==> config.mk <==
export PLATFORM = sky130hd
export DESIGN_NAME = alu_muldiv
export DESIGN_NICKNAME = d
export VERILOG_FILES = /design/src/rtl/alu_muldiv.sv
export SDC_FILE = /design/constraint.sdc
export NUM_CORES = 1
export LEC_CHECK = 0
export CAP_MARGIN = 20
export CORE_UTILIZATION = 40
export DETAILED_ROUTE_END_ITERATION = 8
export GPL_ROUTABILITY_DRIVEN = 0
export PLACE_DENSITY_LB_ADDON = 0.1
export SYNTH_ARGS = -nofsm -noshare
export SYNTH_HDL_FRONTEND = slang
export SYNTH_SLANG_ARGS = --single-unit
export TNS_END_PERCENT = 20
==> constraint.sdc <==
create_clock -name clk -period 19.4 [get_ports clk]
set_input_delay 3.88 -clock clk [delete_from_list [all_inputs] [get_ports clk]]
set_output_delay 3.88 -clock clk [all_outputs]
set_load 0.005 [all_outputs]
==> src/rtl/alu_muldiv.sv <==
`default_nettype none
// ============================================================================
// Module   : alu_muldiv
// Purpose  : Iterative WIDTH x WIDTH multiply / divide unit. It uses radix-2
//            shift-add multiply and restoring divide, signed or unsigned. Its
//            2*WIDTH result feeds the ALU result select stage, and the result
//            is held until the next accepted start.
// Ports    : clk          - clock, rising edge
//            rst          - asynchronous active-high reset
//            start        - request, sampled only while idle
//            op           - 00 MULU, 01 MUL, 10 DIVU, 11 DIV
//            a, b         - multiplicand/dividend, multiplier/divisor
//            result       - product, or {remainder, quotient}
//            busy         - operation in flight
//            done         - one-cycle pulse when result updates
//            div_by_zero  - divide with b==0, held until next accepted start
// Revision : 1.0 - initial release
// ============================================================================
module alu_muldiv #(
  parameter int WIDTH = 32
) (
  input  logic               clk,
  input  logic               rst,
  input  logic               start,
  input  logic [1:0]         op,
  input  logic [WIDTH-1:0]   a,
  input  logic [WIDTH-1:0]   b,
  output logic [2*WIDTH-1:0] result,
  output logic               busy,
  output logic               done,
  output logic               div_by_zero
);

  localparam int             CW     = (WIDTH > 1) ? $clog2(WIDTH) : 1;
  localparam logic [CW-1:0]  C_LAST = CW'(WIDTH - 1);

  typedef enum logic [1:0] {
    S_IDLE = 2'd0,
    S_CALC = 2'd1,
    S_FIX  = 2'd2
  } state_t;

  state_t             state_q, state_d;
  logic [CW-1:0]      cnt_q, cnt_d;
  logic               is_div_q, is_div_d;
  logic               zdiv_q, zdiv_d;       // divide by zero pending for FIX
  logic               neg_q, neg_d;         // negate product / quotient
  logic               neg_rem_q, neg_rem_d; // negate remainder (sign of a)
  logic [WIDTH-1:0]   raw_a_q, raw_a_d;     // unmodified dividend for /0 result
  logic [WIDTH-1:0]   mag_q, mag_d;         // |multiplicand| or |divisor|
  logic [2*WIDTH-1:0] acc_q, acc_d;
  logic [2*WIDTH-1:0] result_q, result_d;
  logic               busy_q, busy_d;
  logic               done_q, done_d;
  logic               dbz_q, dbz_d;

  // Operand conditioning at the accepting edge
  logic               sign_a, sign_b;
  logic [WIDTH-1:0]   abs_a, abs_b;

  // Multiply step: conditional add into the upper half, with the carry
  // kept as bit 2*WIDTH-1 after the right shift.
  logic [WIDTH:0]     mul_sum;
  logic [2*WIDTH-1:0] mul_next;

  // Divide step: shift {rem, quo} left, then trial-subtract the divisor.
  logic [2*WIDTH:0]   div_shl;
  logic [WIDTH:0]     rem_try;
  logic [WIDTH:0]     rem_sub;
  logic               rem_ge;
  logic [2*WIDTH-1:0] div_next;

  // Sign fix-up
  logic [2*WIDTH-1:0] prod_fix;
  logic [WIDTH-1:0]   quo_fix, rem_fix;

  always_comb begin
    sign_a = op[0] & a[WIDTH-1];
    sign_b = op[0] & b[WIDTH-1];
    abs_a  = sign_a ? (~a + 1'b1) : a;
    abs_b  = sign_b ? (~b + 1'b1) : b;

    mul_sum  = {1'b0, acc_q[2*WIDTH-1:WIDTH]}
             + (acc_q[0] ? {1'b0, mag_q} : {(WIDTH+1){1'b0}});
    mul_next = {mul_sum, acc_q[WIDTH-1:1]};

    div_shl  = {acc_q, 1'b0};
    rem_try  = div_shl[2*WIDTH:WIDTH];
    rem_ge   = (rem_try >= {1'b0, mag_q});
    rem_sub  = rem_try - {1'b0, mag_q};
    div_next = rem_ge ? {rem_sub[WIDTH-1:0], div_shl[WIDTH-1:1], 1'b1}
                      : div_shl[2*WIDTH-1:0];

    prod_fix = neg_q ? (~acc_q + 1'b1) : acc_q;
    quo_fix  = neg_q ? (~acc_q[WIDTH-1:0] + 1'b1) : acc_q[WIDTH-1:0];
    rem_fix  = neg_rem_q ? (~acc_q[2*WIDTH-1:WIDTH] + 1'b1)
                         : acc_q[2*WIDTH-1:WIDTH];
  end

  always_comb begin
    state_d   = state_q;
    cnt_d     = cnt_q;
    is_div_d  = is_div_q;
    zdiv_d    = zdiv_q;
    neg_d     = neg_q;
    neg_rem_d = neg_rem_q;
    raw_a_d   = raw_a_q;
    mag_d     = mag_q;
    acc_d     = acc_q;
    result_d  = result_q;
    busy_d    = busy_q;
    done_d    = 1'b0;
    dbz_d     = dbz_q;

    case (state_q)
      S_IDLE: begin
        if (start) begin
          is_div_d  = op[1];
          zdiv_d    = op[1] && (b == {WIDTH{1'b0}});
          raw_a_d   = a;
          neg_d     = sign_a ^ sign_b;
          neg_rem_d = sign_a;
          busy_d    = 1'b1;
          dbz_d     = 1'b0;
          cnt_d     = C_LAST;
          if (op[1]) begin
            mag_d = abs_b;
            acc_d = {{WIDTH{1'b0}}, abs_a};
          end else begin
            mag_d = abs_a;
            acc_d = {{WIDTH{1'b0}}, abs_b};
          end
          // A zero divisor needs no iterations; FIX produces the fixed result.
          state_d = (op[1] && (b == {WIDTH{1'b0}})) ? S_FIX : S_CALC;
        end
      end
      S_CALC: begin
        acc_d = is_div_q ? div_next : mul_next;
        if (cnt_q == {CW{1'b0}}) begin
          state_d = S_FIX;
        end else begin
          cnt_d = cnt_q - 1'b1;
        end
      end
      S_FIX: begin
        if (zdiv_q) begin
          result_d = {raw_a_q, {WIDTH{1'b1}}};
          dbz_d    = 1'b1;
        end else if (is_div_q) begin
          result_d = {rem_fix, quo_fix};
        end else begin
          result_d = prod_fix;
        end
        done_d  = 1'b1;
        busy_d  = 1'b0;
        state_d = S_IDLE;
      end
      default: begin
        state_d = S_IDLE;
        busy_d  = 1'b0;
      end
    endcase
  end

  always_ff @(posedge clk or posedge rst) begin
    if (rst) begin
      state_q   <= S_IDLE;
      cnt_q     <= {CW{1'b0}};
      is_div_q  <= 1'b0;
      zdiv_q    <= 1'b0;
      neg_q     <= 1'b0;
      neg_rem_q <= 1'b0;
      raw_a_q   <= {WIDTH{1'b0}};
      mag_q     <= {WIDTH{1'b0}};
      acc_q     <= {(2*WIDTH){1'b0}};
      result_q  <= {(2*WIDTH){1'b0}};
      busy_q    <= 1'b0;
      done_q    <= 1'b0;
      dbz_q     <= 1'b0;
    end else begin
      state_q   <= state_d;
      cnt_q     <= cnt_d;
      is_div_q  <= is_div_d;
      zdiv_q    <= zdiv_d;
      neg_q     <= neg_d;
      neg_rem_q <= neg_rem_d;
      raw_a_q   <= raw_a_d;
      mag_q     <= mag_d;
      acc_q     <= acc_d;
      result_q  <= result_d;
      busy_q    <= busy_d;
      done_q    <= done_d;
      dbz_q     <= dbz_d;
    end
  end

  assign result      = result_q;
  assign busy        = busy_q;
  assign done        = done_q;
  assign div_by_zero = dbz_q;

endmodule
`default_nettype wire
==> impl_results.md <==
* Clock Root Buffer: clkbuf_16
* Final Cycle Share at 35.3%
* Remaining DRCs at 0
* Synthesized Nets at approximately 2200
* Worst path required time at 19.82 ns
* Worst setup path endpoint: mag_q[27]$_DFFE_PP0P_
* Slowest CP cell: or3b_2
* Ys flop type: dfrtp_1
* Post-synthesis compound-gate area fraction at approximately a quarter
* Syn-to-layout area delta at 16.5%
* Via count at 15184
* Largest net degree at the start of global routing at 95
* Pins Over Slew Limit at 0
* Worst Hold Class: flip-flop to flip-flop
* RSZ-0062 raised after global routing: no
* Worst-path clk slew at 0.06 ns
* Simple-gate area share of the yosys netlist at 19.4%
* Power Density at 192 nW/um2
* Share of layout cells above drive strength 1 at 5.11%
* Worst setup EP type: flip-flop
* Total GRT Usage at 28.4%
* Total of max-cap violations at 0
* Avg WL per Cell at 22.2 um
* Synthesized area per cell at ~7.9 um2
* Most frequent cells in the layout: 280 x nand2_1, 204 x dfrtp_1, 201 x o21ai_0
* Worst-path fanout max at 5
* Worst R2R Start: acc_q[0]$_DFFE_PP0P_
* Register-to-register setup slack at 14.09 ns
* CP startpoint: b[3]
* Worst vdd ir at 90.7 uV
* Hold Buf Count CTS at 0
* Fin nets at 2216
* Mux contribution to synthesized area at 4.83%
* Worst-margin pin slew at ~1.2 ns
* DRT Pass-1 Iters at 6
* Postcts setup bufs at 0
* Post-cts resize count at 0
* Ys Warns at 0
* FMAX at ~150 MHz
* Initial Util at 40.9%
* Clock Latency Late Sink at 0.57 ns
* # setup viols final at 0
* 1st-iter DRT viols at 1513
* Final setup margin at between 10 and 15 ns
* # rows at 72
* Largest family of logic cells by synthesized area: compound AO/OA/AOI/OAI gates
* Htree depth at 1
* Grt ovf at 0
* CP max stage delay at 0.57 ns
* Endpoints failing hold at 0
* CTS tree: yes
* Post-Syn Instances at 2009
* Synth Area in XOR/XNOR at under 10%
* Startpoint types: primary input
* Chip Width at between 200 and 250 um
* Critical Path AT at about 7.3 ns
* CTS buffer count at 26
* Leakage at 8.09 nW
* Ant diodes at 0
* WL final at 57.9 mm
* First-pass GRT wire length at between 80 and 90 mm
* I/O pin count at 136
* Core Box Area at between 30000 and 40000 um2
* Post-route ant nets at 0
* Yosys reg bits at 206
* I/O Buffers at 135
* Pre-CTS setup slack at approximately 12 ns
* Clk sink count at 206
* Setup TNS at 0 ns
* Slew HR at 16.3%
* Yosys cell types at 85
* Final HPWL DP at 44.0 mm
* Post-Syn Area at between 15000 and 20000 um2
* # fillers at 3950
* Ys async rst share at 100%
* Number of synthesized flops with an enable pin at 0
* Status: finished clean
* Worst clock skew at 0.0265 ns
* Sequential cell area fraction in the yosys report at 32.4%
* Die Ht at 202 um
* Critical setup path kind: primary input to flip-flop
* Die Area at 40600 um2
* Adder-cell area share of the yosys netlist at under 10%
* Clock tree buffer depth at 3
* Cells on worst reg2reg path at 13
* Via/cell ratio at 5.81
* Vias in the first global route at ~15000
* Reg2reg end: acc_q[61]$_DFFE_PP0P_
* Initial antenna violation count at 0
* Post-layout min period at 6.85 ns
* Commonest non-fill, non-tap cell in the layout: nand2_1
* Cells along the critical path: clkdlybuf4s50_1 -> nor4_1 -> nor4bb_1 -> or3b_2 -> or2_2 -> o41ai_1 -> xor2_1 -> nand2_1 -> o211ai_1 -> o21ai_0
==> per-stage QoR <==
step	util [%]	hold WS [ns]	std cells	power (mW)	cell area [um2]
after floorplan	-	0.437	2009	2.33	15900
after global placement	45.3	0.453	2565	2.98	17600
after detailed placement	45.3	0.457	2565	3.01	17600
after CTS	47.7	0.470	2612	3.54	18600
after global routing	47.7	0.497	2612	3.84	18600
final	47.7	0.462	2612	3.57	18600
==> layout make-up <==
cell class,count,area [um2],share of cell area (%)
flip-flops and latches,206,5160,27.8
clock buffers,37,762,4.11
clock inverters,10,151,0.816
well taps,518,648,3.49
multi-input cells,1618,10100,54.3
inverters,70,270,1.46
repair buffers,153,1480,7.98
==> layer usage <==
layer	global-route usage (%)	vias to the layer above	part of all wire (%)
met2	42.7	541	43
met4	9.09	0	3.2
li1	-	7273	-
met5	0	-	0
met3	4.28	76	7.4
met1	41.4	7294	46
==> critical path, delay by kind of cell <==
kind	cells	cell delay [ns]
buffers and inverters	1	0.49
XOR/XNOR	1	0.22
AO/OA/AOI/OAI	3	0.56
AND/OR/NAND/NOR	5	2.12
==> flip-flops by register name (all words and copies together) (netlist names), 2 cells and up <==
signal and flops:
raw_a_q 32, state_q 2, result 64, acc_q 64
cnt_q 5, mag_q 32
==> worst min-delay path by stage <==
stage / start / to / slack, ns / depth (start not counted)
final: result[0]$_DFFE_PP0P_ / result[0]$_DFFE_PP0P_ / 0.46 / 2
after detailed placement: result[0]$_DFFE_PP0P_ / result[0]$_DFFE_PP0P_ / 0.46 / 2
after global placement: result[0]$_DFFE_PP0P_ / result[0]$_DFFE_PP0P_ / 0.45 / 2
after global routing: raw_a_q[25]$_DFFE_PP0P_ / raw_a_q[25]$_DFFE_PP0P_ / 0.50 / 2
after floorplan: raw_a_q[15]$_DFFE_PP0P_ / raw_a_q[15]$_DFFE_PP0P_ / 0.44 / 2
after CTS: result[0]$_DFFE_PP0P_ / result[0]$_DFFE_PP0P_ / 0.47 / 2
==> synthesized netlist by cell type, types with 18 or more instances <==
master / n / area, um2
ha_1: 70 / 876
dfrtp_1: 206 / 5150
a22oi_1: 27 / 203
o211ai_1: 24 / 180
inv_1: 68 / 255
o21ai_0: 201 / 1010
a21oi_1: 186 / 931
nand3_1: 21 / 105
nand2b_1: 18 / 113
nand2_1: 280 / 1050
a21o_1: 35 / 263
nor2_1: 200 / 751
xnor2_1: 94 / 823
clkbuf_1: 98 / 368
nor3_1: 32 / 160
mux2i_1: 70 / 701
xor2_1: 81 / 709
o31ai_1: 20 / 150
==> report_power, final <==
group	internal, mW	switching [mW]	total (mW)
Sequential	0.603	0.227	0.830
Combinational	0.879	1.34	2.22
Clock	0.313	0.207	0.520
Total	1.80	1.77	3.57
==> cells by family (layout without fill, tap and decap cells) <==
logic type                 count (synthesis)  count (layout)
muxes                                     76              76
and+or+nand+nor                          677             677
buffers and inverters                    185             270
adders and majority gates                 72              72
AOI/OAI and AO/OA                        618             618
DFF                                      206             206
xor gates and xnor gates                 175             175
Note: power is estimated with default switching activity, not from simulation.
